`src/rtl/control_store_sequencer_if.sv`:
```
// ---------------------------------------------------------------------------
// ControlStoreSequencerIf
// Bundles the branch-logic-to-sequencer signals and the sequencer outputs.
//   master : branch logic / microword side; drives sel, jump_addr, ir,
//            stall, ucall and uret, and observes the sequencer outputs.
//   slave  : the sequencer; consumes the selects and drives csar, ret_addr,
//            ret_valid, decode_strobe and illegal_sel.
// ---------------------------------------------------------------------------
interface control_store_sequencer_if #(
    parameter int AW = 11
);
    logic [1:0]    sel;
    logic [AW-1:0] jump_addr;
    logic [31:0]   ir;
    logic          stall;
    logic          ucall;
    logic          uret;
    logic [AW-1:0] csar;
    logic [AW-1:0] ret_addr;
    logic          ret_valid;
    logic          decode_strobe;
    logic          illegal_sel;

    // The branch logic drives the selects and watches the address outputs
    modport master (
        output sel, jump_addr, ir, stall, ucall, uret,
        input  csar, ret_addr, ret_valid, decode_strobe, illegal_sel
    );

    // The sequencer consumes the selects and produces the address outputs
    modport slave (
        input  sel, jump_addr, ir, stall, ucall, uret,
        output csar, ret_addr, ret_valid, decode_strobe, illegal_sel
    );
endinterface

```
`src/rtl/control_store_sequencer.sv`:
```
// ---------------------------------------------------------------------------
// control_store_sequencer
// Forms the next control-store address every clock and holds it in CSAR.
// Supports NEXT / JUMP / DECODE sequencing, stall hold, a single-level
// microsubroutine call/return register and a sticky illegal-sequence flag.
// Ports:
//   clk  : system clock, all state changes on the rising edge
//   rst  : synchronous active-high reset, highest priority
//   bus  : slave side of control_store_sequencer_if (selects in, CSAR,
//          return register, decode strobe and illegal flag out)
// ---------------------------------------------------------------------------
module control_store_sequencer #(
    parameter int            AW         = 11,
    parameter logic [AW-1:0] RESET_ADDR = 11'd0,
    parameter logic [AW-1:0] TRAP_ADDR  = 11'h7FF
) (
    input logic                      clk,
    input logic                      rst,
    control_store_sequencer_if.slave bus
);

    typedef enum logic [1:0] {
        SEL_NEXT   = 2'b00,
        SEL_JUMP   = 2'b01,
        SEL_DECODE = 2'b10,
        SEL_RSVD   = 2'b11
    } sel_e;

    logic [AW-1:0] csar_q, csar_d;
    logic [AW-1:0] ret_addr_q, ret_addr_d;
    logic          ret_valid_q, ret_valid_d;
    logic          decode_strobe_q, decode_strobe_d;
    logic          illegal_sel_q, illegal_sel_d;
    logic [AW-1:0] csar_inc;
    logic [AW-1:0] decode_addr;

    // The incremented address doubles as the NEXT target and the return
    // address saved by a call; it wraps naturally at the top of the store.
    // The decode entry point is MSB 1, op, op3/op2 field, then two zero
    // bits, giving each opcode a four-word slot in the upper half.
    assign csar_inc    = csar_q + AW'(1);
    assign decode_addr = AW'({1'b1, bus.ir[31:30], bus.ir[24:19], 2'b00});

    // Next-state selection. A stall freezes everything but still kills the
    // decode strobe; a return outranks the select and ignores any call bit;
    // a call is only honoured alongside a JUMP and simply overwrites any
    // address already saved. The illegal flag only ever gets set here.
    always_comb begin
        csar_d          = csar_q;
        ret_addr_d      = ret_addr_q;
        ret_valid_d     = ret_valid_q;
        decode_strobe_d = 1'b0;
        illegal_sel_d   = illegal_sel_q;
        if (!bus.stall) begin
            if (bus.uret) begin
                if (ret_valid_q) begin
                    csar_d      = ret_addr_q;
                    ret_valid_d = 1'b0;
                end else begin
                    csar_d        = TRAP_ADDR;
                    illegal_sel_d = 1'b1;
                end
            end else begin
                case (sel_e'(bus.sel))
                    SEL_NEXT: begin
                        csar_d = csar_inc;
                    end
                    SEL_JUMP: begin
                        csar_d = bus.jump_addr;
                        if (bus.ucall) begin
                            ret_addr_d  = csar_inc;
                            ret_valid_d = 1'b1;
                        end
                    end
                    SEL_DECODE: begin
                        csar_d          = decode_addr;
                        decode_strobe_d = 1'b1;
                    end
                    default: begin
                        csar_d        = TRAP_ADDR;
                        illegal_sel_d = 1'b1;
                    end
                endcase
            end
        end
    end

    // State register. Reset wins over everything, so any pending return
    // and the sticky error are discarded when rst is seen on an edge.
    always_ff @(posedge clk) begin
        if (rst) begin
            csar_q          <= RESET_ADDR;
            ret_addr_q      <= '0;
            ret_valid_q     <= 1'b0;
            decode_strobe_q <= 1'b0;
            illegal_sel_q   <= 1'b0;
        end else begin
            csar_q          <= csar_d;
            ret_addr_q      <= ret_addr_d;
            ret_valid_q     <= ret_valid_d;
            decode_strobe_q <= decode_strobe_d;
            illegal_sel_q   <= illegal_sel_d;
        end
    end

    assign bus.csar          = csar_q;
    assign bus.ret_addr      = ret_addr_q;
    assign bus.ret_valid     = ret_valid_q;
    assign bus.decode_strobe = decode_strobe_q;
    assign bus.illegal_sel   = illegal_sel_q;

endmodule

```
`src/flat_wrapper.sv`:
```
// flat-port wrapper written by rule: the top's interface ports become plain ports
module control_store_sequencer_flat 
#(
    parameter int            AW         = 11,
    parameter logic [AW-1:0] RESET_ADDR = 11'd0,
    parameter logic [AW-1:0] TRAP_ADDR  = 11'h7FF
)
  (clk, rst, bus_sel, bus_jump_addr, bus_ir, bus_stall, bus_ucall, bus_uret, bus_csar, bus_ret_addr, bus_ret_valid, bus_decode_strobe, bus_illegal_sel);
  control_store_sequencer_if #(.AW(AW)) bus_i ();
  input logic clk;
  input logic rst;
  input wire logic [$bits(bus_i.sel)-1:0] bus_sel;
  input wire logic [$bits(bus_i.jump_addr)-1:0] bus_jump_addr;
  input wire logic [$bits(bus_i.ir)-1:0] bus_ir;
  input wire logic [$bits(bus_i.stall)-1:0] bus_stall;
  input wire logic [$bits(bus_i.ucall)-1:0] bus_ucall;
  input wire logic [$bits(bus_i.uret)-1:0] bus_uret;
  output wire logic [$bits(bus_i.csar)-1:0] bus_csar;
  output wire logic [$bits(bus_i.ret_addr)-1:0] bus_ret_addr;
  output wire logic [$bits(bus_i.ret_valid)-1:0] bus_ret_valid;
  output wire logic [$bits(bus_i.decode_strobe)-1:0] bus_decode_strobe;
  output wire logic [$bits(bus_i.illegal_sel)-1:0] bus_illegal_sel;
  assign bus_i.sel = bus_sel;
  assign bus_i.jump_addr = bus_jump_addr;
  assign bus_i.ir = bus_ir;
  assign bus_i.stall = bus_stall;
  assign bus_i.ucall = bus_ucall;
  assign bus_i.uret = bus_uret;
  assign bus_csar = bus_i.csar;
  assign bus_ret_addr = bus_i.ret_addr;
  assign bus_ret_valid = bus_i.ret_valid;
  assign bus_decode_strobe = bus_i.decode_strobe;
  assign bus_illegal_sel = bus_i.illegal_sel;
  control_store_sequencer #(.AW(AW), .RESET_ADDR(RESET_ADDR), .TRAP_ADDR(TRAP_ADDR)) u_core (.clk(clk), .rst(rst), .bus(bus_i));
endmodule
```
`config.mk`:
```
export PLATFORM = sky130hd
export DESIGN_NAME = control_store_sequencer_flat
export DESIGN_NICKNAME = d
export VERILOG_FILES = /design/src/rtl/control_store_sequencer_if.sv /design/src/rtl/control_store_sequencer.sv /design/src/flat_wrapper.sv
export SDC_FILE = /design/constraint.sdc
export NUM_CORES = 1
export LEC_CHECK = 0
export ABC_AREA = 1
export BUFFER_PORTS_ARGS = -buffer_cell sky130_fd_sc_hd__buf_2
export CORE_ASPECT_RATIO = 0.7
export CORE_MARGIN = 2
export CORE_UTILIZATION = 40
export DETAILED_ROUTE_END_ITERATION = 7
export PLACE_DENSITY = 0.79
export SYNTH_ARGS = -nofsm -noshare
export SYNTH_HDL_FRONTEND = slang
export SYNTH_SLANG_ARGS = --single-unit
```
`constraint.sdc`:
```
create_clock -name clk -period 4.45 [get_ports clk]
set_clock_uncertainty 0.15 [all_clocks]
set_input_delay 0.2225 -clock clk [delete_from_list [all_inputs] [get_ports clk]]
set_output_delay 0.2225 -clock clk [all_outputs]
set_load 0.02 [all_outputs]
```
Word level (Yosys, flattened, before mapping) --
Index checks and enable logic that the tools add are counted.
Cells by class: bitwise gates (word level) 2, eq/ne operators 4, add/subtract/negate cells 1, multiplexer cells 10, reduce and logical (&&, ||, !) cells 8
Operator list (count):
- $pmux W11 S3 | 1
- $mux W11 | 2
- $add A11 B1 Y11 const B | 1
- $mux W1 | 7
- $reduce_and A3 Y1 | 2
- $reduce_or A3 Y1 | 2
- $reduce_and A4 Y1 | 1
- $reduce_bool A2 Y1 | 2
- $eq A2 B1 Y1 const B | 1
- $eq A2 B2 Y1 const B | 1
- $logic_not A2 Y1 | 1
- $ne A2 B1 Y1 const B | 1
- $ne A2 B2 Y1 const B | 1
- $not A1 Y1 | 2
Word-level totals: bits of input ports 50, flip-flop bits (word level) 25, logic and storage cells 30, output and inout port bits 25

Depth between registers and ports, before layout --
Gate-level depths: netlist of run 1.
depth in word-level cells 4, depth in mapped cells 9, depth with buffers taken out 9

Least setup slack after synthesis of run 1 --
OpenSTA, ideal clock, no wires.
path kind register to register, from reg u_core.csar_q[0] (netlist: u_core.bus.csar[0]), to reg u_core.csar_q[4] (netlist: u_core.bus.csar[4]), stages on the path, launching flop included 9, setup time 0.066 ns, data required time 4.234 ns, path buffers 0, data arrival time 1.373 ns, setup slack 2.861 ns, cells stage by stage dfxtp_1 -> ha_1 -> nand2_2 -> nor2_2 -> xor2_1 -> nand2_1 -> nand2_1 -> nand2_1 -> a21oi_2
Between the ends: cells in the longest elaborated chain, start to end 3
Ends and longest elaborated chain:
- from (decl) | RTL line control_store_sequencer.sv:29 | logic [AW-1:0] csar_q, csar_d;
- from (signal assigned) | RTL line control_store_sequencer.sv:98 | csar_q <= csar_d;
- $add A11 B1 Y11 | RTL line control_store_sequencer.sv:41 | assign csar_inc = csar_q + AW'(1);
- $pmux W11 S3 | RTL line control_store_sequencer.sv:64 | case (sel_e'(bus.sel))
- $mux W11 | RTL line control_store_sequencer.sv:55 | if (bus.uret) begin
Every way passes these cells. A chain may end at the register's enable or synchronous reset.

Worst setup path in the final report of run 1 --
from reg u_core.csar_q[0] (netlist: u_core.bus.csar[0]), to reg u_core.csar_q[8] (netlist: u_core.bus.csar[8])
The elaborated chain is that of the path after synthesis.

==> impl_results.md, run 1 <==
* Status: finished clean
* Post-synth EDFFs at 0
* Core region area at 0.00365 mm2
* CP Capture Type: flip-flop
* Synth Area in Simple Gates at 31.4%
* Internal cell power at 337 uW
* Seq pwr share at 50.6%
* Initial DRC count at 70
* Syn Nets at 270
* RSZ-0062 raised after global routing: false
* GRT Total Usage at 18.6%
* Post-DP HPWL at 3.08 mm
* Final GP Congestion at 0.867
* Synth Area in Compound Gates at 24.4%
* Hold buffer count at CTS at 0
* Most used cell along the critical path: nand2_1
* Comb pwr share at 21.8%
* GRT overflow at 0
* Top_reg_cell synth: dfxtp_1
* Clock transition at the registers of the reported paths at 90 ps
* Final worst slack at 2840 ps
* Mux contribution to synthesized area at 0%
* Unique masters post-synth at 36
* Net switching power at 156 uW
* CTS tree: yes
* WP depth at 9
* Internal reg-to-reg setup slack at 2840 ps
* DRC viols at 0
* Die Area at 0.00444 mm2
* Hold endpoint: u_core.bus.csar[7]$_SDFFE_PP0N_
* IO Port Bufs at 50
* First-pass GRT wire length at 6.62 mm
* Hold Vio Cnt, Final at 0
* Mapped Area at 0.00157 mm2
* Min-delay worst type: primary input to flip-flop
* Pre-Repair DR Iteration Count at 4
* Slowest cell on the critical path: dfxtp_1
* Final setup TNS at 0 ps
* Crit path kind: flip-flop to flip-flop
* Max-cap violations at 0
* Area Overhead vs Synth at 19.3%
* WL/cell at 12.6 um
* Startpoint types: flip-flop
* Worst slew margin at 58.1%
* Slew Viols, Final at 0
* IO Pins at 75
* Avg Inst Size Synth at 7.16 um2
* Worst-case clock buffer depth at 2
* Root buffer cell: clkbuf_8
* CTS H-Tree Depth at 1
* Crit-path cells: ha_1 -> nand2_2 -> nor2_4 -> nand2_1 -> nand2_1 -> nand3_1 -> nand2_1 -> nand2_1 -> a21oi_2
* Sequential share of the synthesized area at 31.9%
* Setup bufs post-CTS at 0
* Cells on worst reg2reg path at 9
* Die height at 56.4 um
* Pwr Density at 264 mW/mm2
* Hold Path Depth at 2
* Via density at 5.03
* Placement Setup Slack at 2730 ps
* Tmin final at 1610 ps
* Initial Util at 43.0%
* Sw frac at 31.6%
* Routed Antenna Nets at 0
* Worst-Margin Slew at 627 ps
* Pin count of the biggest net entering global routing at 19
* R2R Path End: u_core.bus.csar[8]$_SDFFE_PP0N_
* Synth Area in Adders at 0.798%
* Num CTS Buffers at 3
* Setup-failing EPs final at 0
* Final period utilization at 36.2%
* Max FO, Critical Path at 6
* Worst EP arrival at 1670 ps
* Synth warn at 0
* CP max stage delay at 440 ps
* Chip Width at 78.8 um
* Drt total wl at 3.98 mm
* Antenna cells at 0
* Layout cells sized above 1 at 32.3%
* Post-synth ARST share at 0%
* Main combinational cell family by area after synthesis: simple AND/OR/NAND/NOR gates
* CP bufs+invs at 0
* Min-delay src: rst
* Initial antenna violation count at 0
* Synthesized flop and latch total at 25
* FMAX at 0.620 GHz
* Row cnt at 18
* Routed vias at 1,589
* Static Leak at 0.000899 uW
* Clock sinks at 25
* Syn Inst Count at 219
* Clock power share at 27.6%
* CP delay by family, top: simple AND/OR/NAND/NOR gates
* CP startpoint: u_core.bus.csar[0]$_SDFFE_PP0N_
* Xor/xnor cell area share of the yosys netlist at 1.68%
* Peak VDD IR at 166 uV
* Clk Latency, worst-skew pair at 270 ps
* Critical Path RT at 4510 ps
* Nets at 318
* Worst flop-to-flop path startpoint: u_core.bus.csar[0]$_SDFFE_PP0N_
* Cts repair resizes at 0
* Vias in the first global route at 1,418
* Total power at 493 uW
[layer usage]
metal  vias up  routed length, um  track usage [%]
li1        822                  -                -
met1       711               2020             27.0
met2        56               1660             29.1
met3         0                299             4.66
met4         0                  0             1.48
met5         -                  0                0
[worst reg2reg max path, delay by kind of cell (launching register included)]
kind / cells / cell delay (ps)
AND/OR/NAND/NOR: 7 / 620
AO/OA/AOI/OAI: 1 / 110
flip-flops: 1 / 440
adder cells (fa/ha/maj): 1 / 230
[worst max path at each step]
stage	endpoint	slack (ps)
after global placement	u_core.bus.ret_addr[4]$_SDFFE_PP0P_	2770
after global routing	u_core.bus.csar[8]$_SDFFE_PP0N_	2660
final	u_core.bus.csar[8]$_SDFFE_PP0N_	2840
after CTS	u_core.bus.csar[8]$_SDFFE_PP0N_	2840
after floorplan	u_core.bus.csar[4]$_SDFFE_PP0N_	2860
after detailed placement	u_core.bus.ret_addr[4]$_SDFFE_PP0P_	2730
[sequential cells by signal, summed over array words and instances (netlist names)]
| register | count |
|---|---|
| u_core.bus.ret_valid | 1 |
| u_core.bus.csar | 11 |
| u_core.bus.decode_strobe | 1 |
| u_core.bus.ret_addr | 11 |
| u_core.bus.illegal_sel | 1 |
[logic make-up after synthesis]
logic type	Yosys count
compound gates	56
fa+ha+maj	1
buf+inv	33
flops	25
simple gates	101
xor+xnor	3
[cell usage after synthesis (all sizes together), types with 2 or more instances]
library cell / n / area share, %
nor2: 17 / 7.7
a22oi: 4 / 1.9
o21bai: 2 / 0.96
or2: 3 / 1.2
o211ai: 6 / 4.8
buf: 7 / 3.6
dfxtp: 25 / 32
inv: 25 / 6.0
nand3: 19 / 7.2
xor2: 3 / 1.7
nand2: 60 / 15
a21oi: 18 / 6.9
o21ai: 21 / 7.4
[power by group through the flow]
| stage | logic (uW) | clock network (uW) | registers [uW] |
|---|---|---|---|
| 2_1_floorplan | 60.7 | 0 | 265 |
| 3_3_place_gp | 105 | 0 | 254 |
| 3_5_place_dp | 107 | 0 | 254 |
| 4_1_cts | 108 | 139 | 249 |
| 5_1_grt | 120 | 149 | 251 |
| 6_report | 108 | 136 | 249 |
[cells in the final DEF, fill, tap and decap left out, types with 5 or more instances in the layout]
master	n
nor2_1	8
nand3_1	17
nand2_1	59
dfxtp_1	25
o211ai_2	6
buf_2	50
a21oi_1	13
o21ai_0	14
a21oi_2	5
inv_1	21
[cell type report]
type                    count  area (um2)
clock inverters             1        5.00
fillers                   378        1780
repair buffers             50         250
multi-input cells         161         913
well taps                  50        62.6
flip-flops and latches     25         500
inverters                  26        97.6
clock buffers               3        41.3
[metrics by stage]
| stage | util (%) | hold WS [ps] | cell area, um2 | cells |
|---|---|---|---|---|
| after floorplan | - | 233 | 1570 | 219 |
| after global placement | 50.0 | 303 | 1820 | 312 |
| after detailed placement | 50.0 | 314 | 1820 | 312 |
| after CTS | 51.3 | 89.9 | 1870 | 316 |
| after global routing | 51.3 | 112 | 1870 | 316 |
| final | 51.3 | 99.2 | 1870 | 316 |
No activity file was read; power rests on OpenSTA's default activity.
==> run 2, diff against run 1 <==
PLACE_DENSITY = 0.81   (was 0.79)
clock period = 1.45 ns   (was 4.45 ns; I/O delays follow)
==> run 2 against run 1 <==
Sequential share of layout area is 2.5 points lower; largest power group unchanged; first-iteration DRC count rose by 16%; largest cell class unchanged; flip-flop and latch count did not move.
==> impl_results.md, run 2 (synthesis gave the netlist of run 1 again) <==
* Row cnt at 18 (unchanged)
* Die height at 56.4 um (unchanged)
* IO Port Bufs at 50 (unchanged)
* Clock power share at 26.4% (was 27.6%)
* IO Pins at 75 (unchanged)
* CTS H-Tree Depth at 1 (unchanged)
* WL/cell at 13.1 um (was 12.6 um)
* M3 GR Usage at 4.18% (was 4.66%)
* Final Util at 57.6% (was 51.3%)
* Pin count of the biggest net entering global routing at 17 (was 19)
* CTS tree: yes (unchanged)
* Via density at 5.03 (about the same)
* DRC viols at 0 (unchanged)
* Root buffer cell: clkbuf_8 (unchanged)
* GRT Max-Usage Layer: met2 (unchanged)
* Initial antenna violation count at 0 (unchanged)
* Max-cap violations at 0 (unchanged)
* Num CTS Buffers at 3 (unchanged)
* Tmin final at 1430 ps (was 1610 ps)
* RSZ-0062 raised after global routing: true (was false)
* Seq pwr share at 47.9% (was 50.6%)
* Setup-failing EPs final at 0 (unchanged)
* CP Capture Type: flip-flop (unchanged)
* CP max stage delay at 360 ps (was 440 ps)
* Drt total wl at 4.44 mm (was 3.98 mm)
* First-pass GRT wire length at 7.09 mm (was 6.62 mm)
* Post-route insts no fill at 338 (was 316)
* Die Area at 0.00444 mm2 (unchanged)
* Core region area at 0.00365 mm2 (unchanged)
* Final worst slack at 19.7 ps (was 2840 ps)
* Post-DP HPWL at 3.32 mm (was 3.08 mm)
* Worst-case clock buffer depth at 2 (unchanged)
* Internal cell power at 1090 uW (was 337 uW)
* Startpoint types: flip-flop (unchanged)
* Hold Vio Cnt, Final at 0 (unchanged)
* Final period utilization at 98.6% (was 36.2%)
* Clock transition at the registers of the reported paths at 90 ps (about the same)
* Most common cell after layout, fill and taps aside: nand2_1 (unchanged)
* Static Leak at 0.00102 uW (was 0.000899 uW)
* Slowest cell on the critical path: dfxtp_4 (was dfxtp_1)
* Slew Viols, Final at 0 (unchanged)
* GR Util met1 at 29.5% (was 27.0%)
* Final setup TNS at 0 ps (unchanged)
* Critical Path RT at 1510 ps (was 4510 ps)
* Sw frac at 31.9% (was 31.6%)
* Crit-path cells: ha_2 -> nand2_4 -> nor2_4 -> nand2_1 -> nand2_1 -> nand3_1 -> nand2_1 -> nand2_1 -> a21oi_2 (was ha_1 -> nand2_2 -> nor2_4 -> nand2_1 -> nand2_1 -> nand3_1 -> nand2_1 -> nand2_1 -> a21oi_2)
* Area Overhead vs Synth at 34.0% (was 19.3%)
* Net switching power at 509 uW (was 156 uW)
* Antenna cells at 0 (unchanged)
* Crit path kind: flip-flop to flip-flop (unchanged)
* GRT Total Usage at 19.9% (was 18.6%)
* CP delay by family, top: simple AND/OR/NAND/NOR gates (unchanged)
* Peak VDD IR at 566 uV (was 166 uV)
* Nets at 340 (was 318)
* Routed Antenna Nets at 0 (unchanged)
* FMAX at 0.699 GHz (was 0.620 GHz)
* Worst-Margin Slew at 374 ps (was 627 ps)
* CP bufs+invs at 0 (unchanged)
* Clk Latency, worst-skew pair at 270 ps (about the same)
* Min-delay worst type: primary input to flip-flop (unchanged)
* Vias in the first global route at 1,556 (was 1,418)
* Routed vias at 1,701 (was 1,589)
* Max FO, Critical Path at 5 (was 6)
* Worst slew margin at 75.0% (was 58.1%)
* Clock sinks at 25 (unchanged)
* Cells after DPL at 326 (was 312)
* Commonest non-fill, non-tap cells in the layout: nand2_1 (59), buf_2 (50), inv_1 (20), dfxtp_1 (20) (was nand2_1 (59), buf_2 (50), dfxtp_1 (25))
* Worst hold margin at 11.8 ps (was 99.2 ps)
* Pwr Density at 759 mW/mm2 (was 264 mW/mm2)
* Comb pwr share at 25.8% (was 21.8%)
* GR Layer Usage met2 at 30.3% (was 29.1%)
* Final GP Congestion at 0.865 (was 0.867)
* Placement Setup Slack at 15.5 ps (was 2730 ps)
* Status: finished clean (unchanged)
* Initial DRC count at 81 (was 70)
* Pre-Repair DR Iteration Count at 4 (unchanged)
* Chip Width at 78.8 um (unchanged)
* Layout cells sized above 1 at 39.9% (was 32.3%)
* Most used cell along the critical path: nand2_1 (unchanged)
* Worst EP arrival at 1490 ps (was 1670 ps)
* GRT overflow at 0 (unchanged)
* Initial Util at 43.0% (unchanged)
==> run 2: cell type report <==
class / instances / area [um2]
fillers: 358 / 1550
multi-input cells: 161 / 952
flip-flops and latches: 25 / 509
repair buffers: 72 / 433
inverters: 26 / 97.6
well taps: 50 / 62.6
clock buffers: 3 / 41.3
clock inverters: 1 / 5.00
==> run 2: stage by stage <==
step	power, uW	instance area (um2)
after floorplan	1000	1580
after detailed placement	1150	1940
final	1590	2100
after global placement	1140	1940
after CTS	1580	2020
after global routing	1680	2100
==> run 2: metal layers <==
layer	vias to the layer above	part of all wire, %	routed length (um)
li1	866	-	-
met5	-	0	0
met1	775	50	2240
met3	6	7.0	312
met2	54	42	1860
met4	0	0.74	33
==> run 2: what timing repair did <==
action / 4_1_cts / 5_1_grt
hold buffers: 4 / 0
buffers inserted: 0 / 4
endpoints found under the setup margin: 1 / 13
endpoints found under the hold margin: 8 / 0
gates resized for setup: 1 / 11
pin swaps: 1 / 4
==> run 2: worst paths after layout <==
kind | from | endpoint | slack, ps | depth (start not counted)
worst max-delay path | u_core.bus.csar[0]$_SDFFE_PP0N_ | u_core.bus.csar[8]$_SDFFE_PP0N_ | 20 | 9
worst min-delay path | bus_ir[19] | u_core.bus.csar[2]$_SDFFE_PP0N_ | 10 | 5
worst max register to register | u_core.bus.csar[0]$_SDFFE_PP0N_ | u_core.bus.csar[8]$_SDFFE_PP0N_ | 20 | 9
worst min register to register | u_core.bus.illegal_sel$_SDFFE_PP0P_ | u_core.bus.illegal_sel$_SDFFE_PP0P_ | 330 | 2
==> run 2: worst reg2reg max path, cell delays in order (launching register included) <==
cell,delay [ps]
dfxtp_4,360
ha_2,200
nand2_4,80
nor2_4,140
nand2_1,60
nand2_1,70
nand3_1,70
nand2_1,70
nand2_1,60
a21oi_2,110
==> run 2: power groups by stage <==
stage	clock, uW	sequential, uW	combinational, uW
finish	420	763	411
global route	461	768	451
CTS	435	757	384
detailed placement	0	773	373
global placement	0	772	366
floorplan	0	815	187
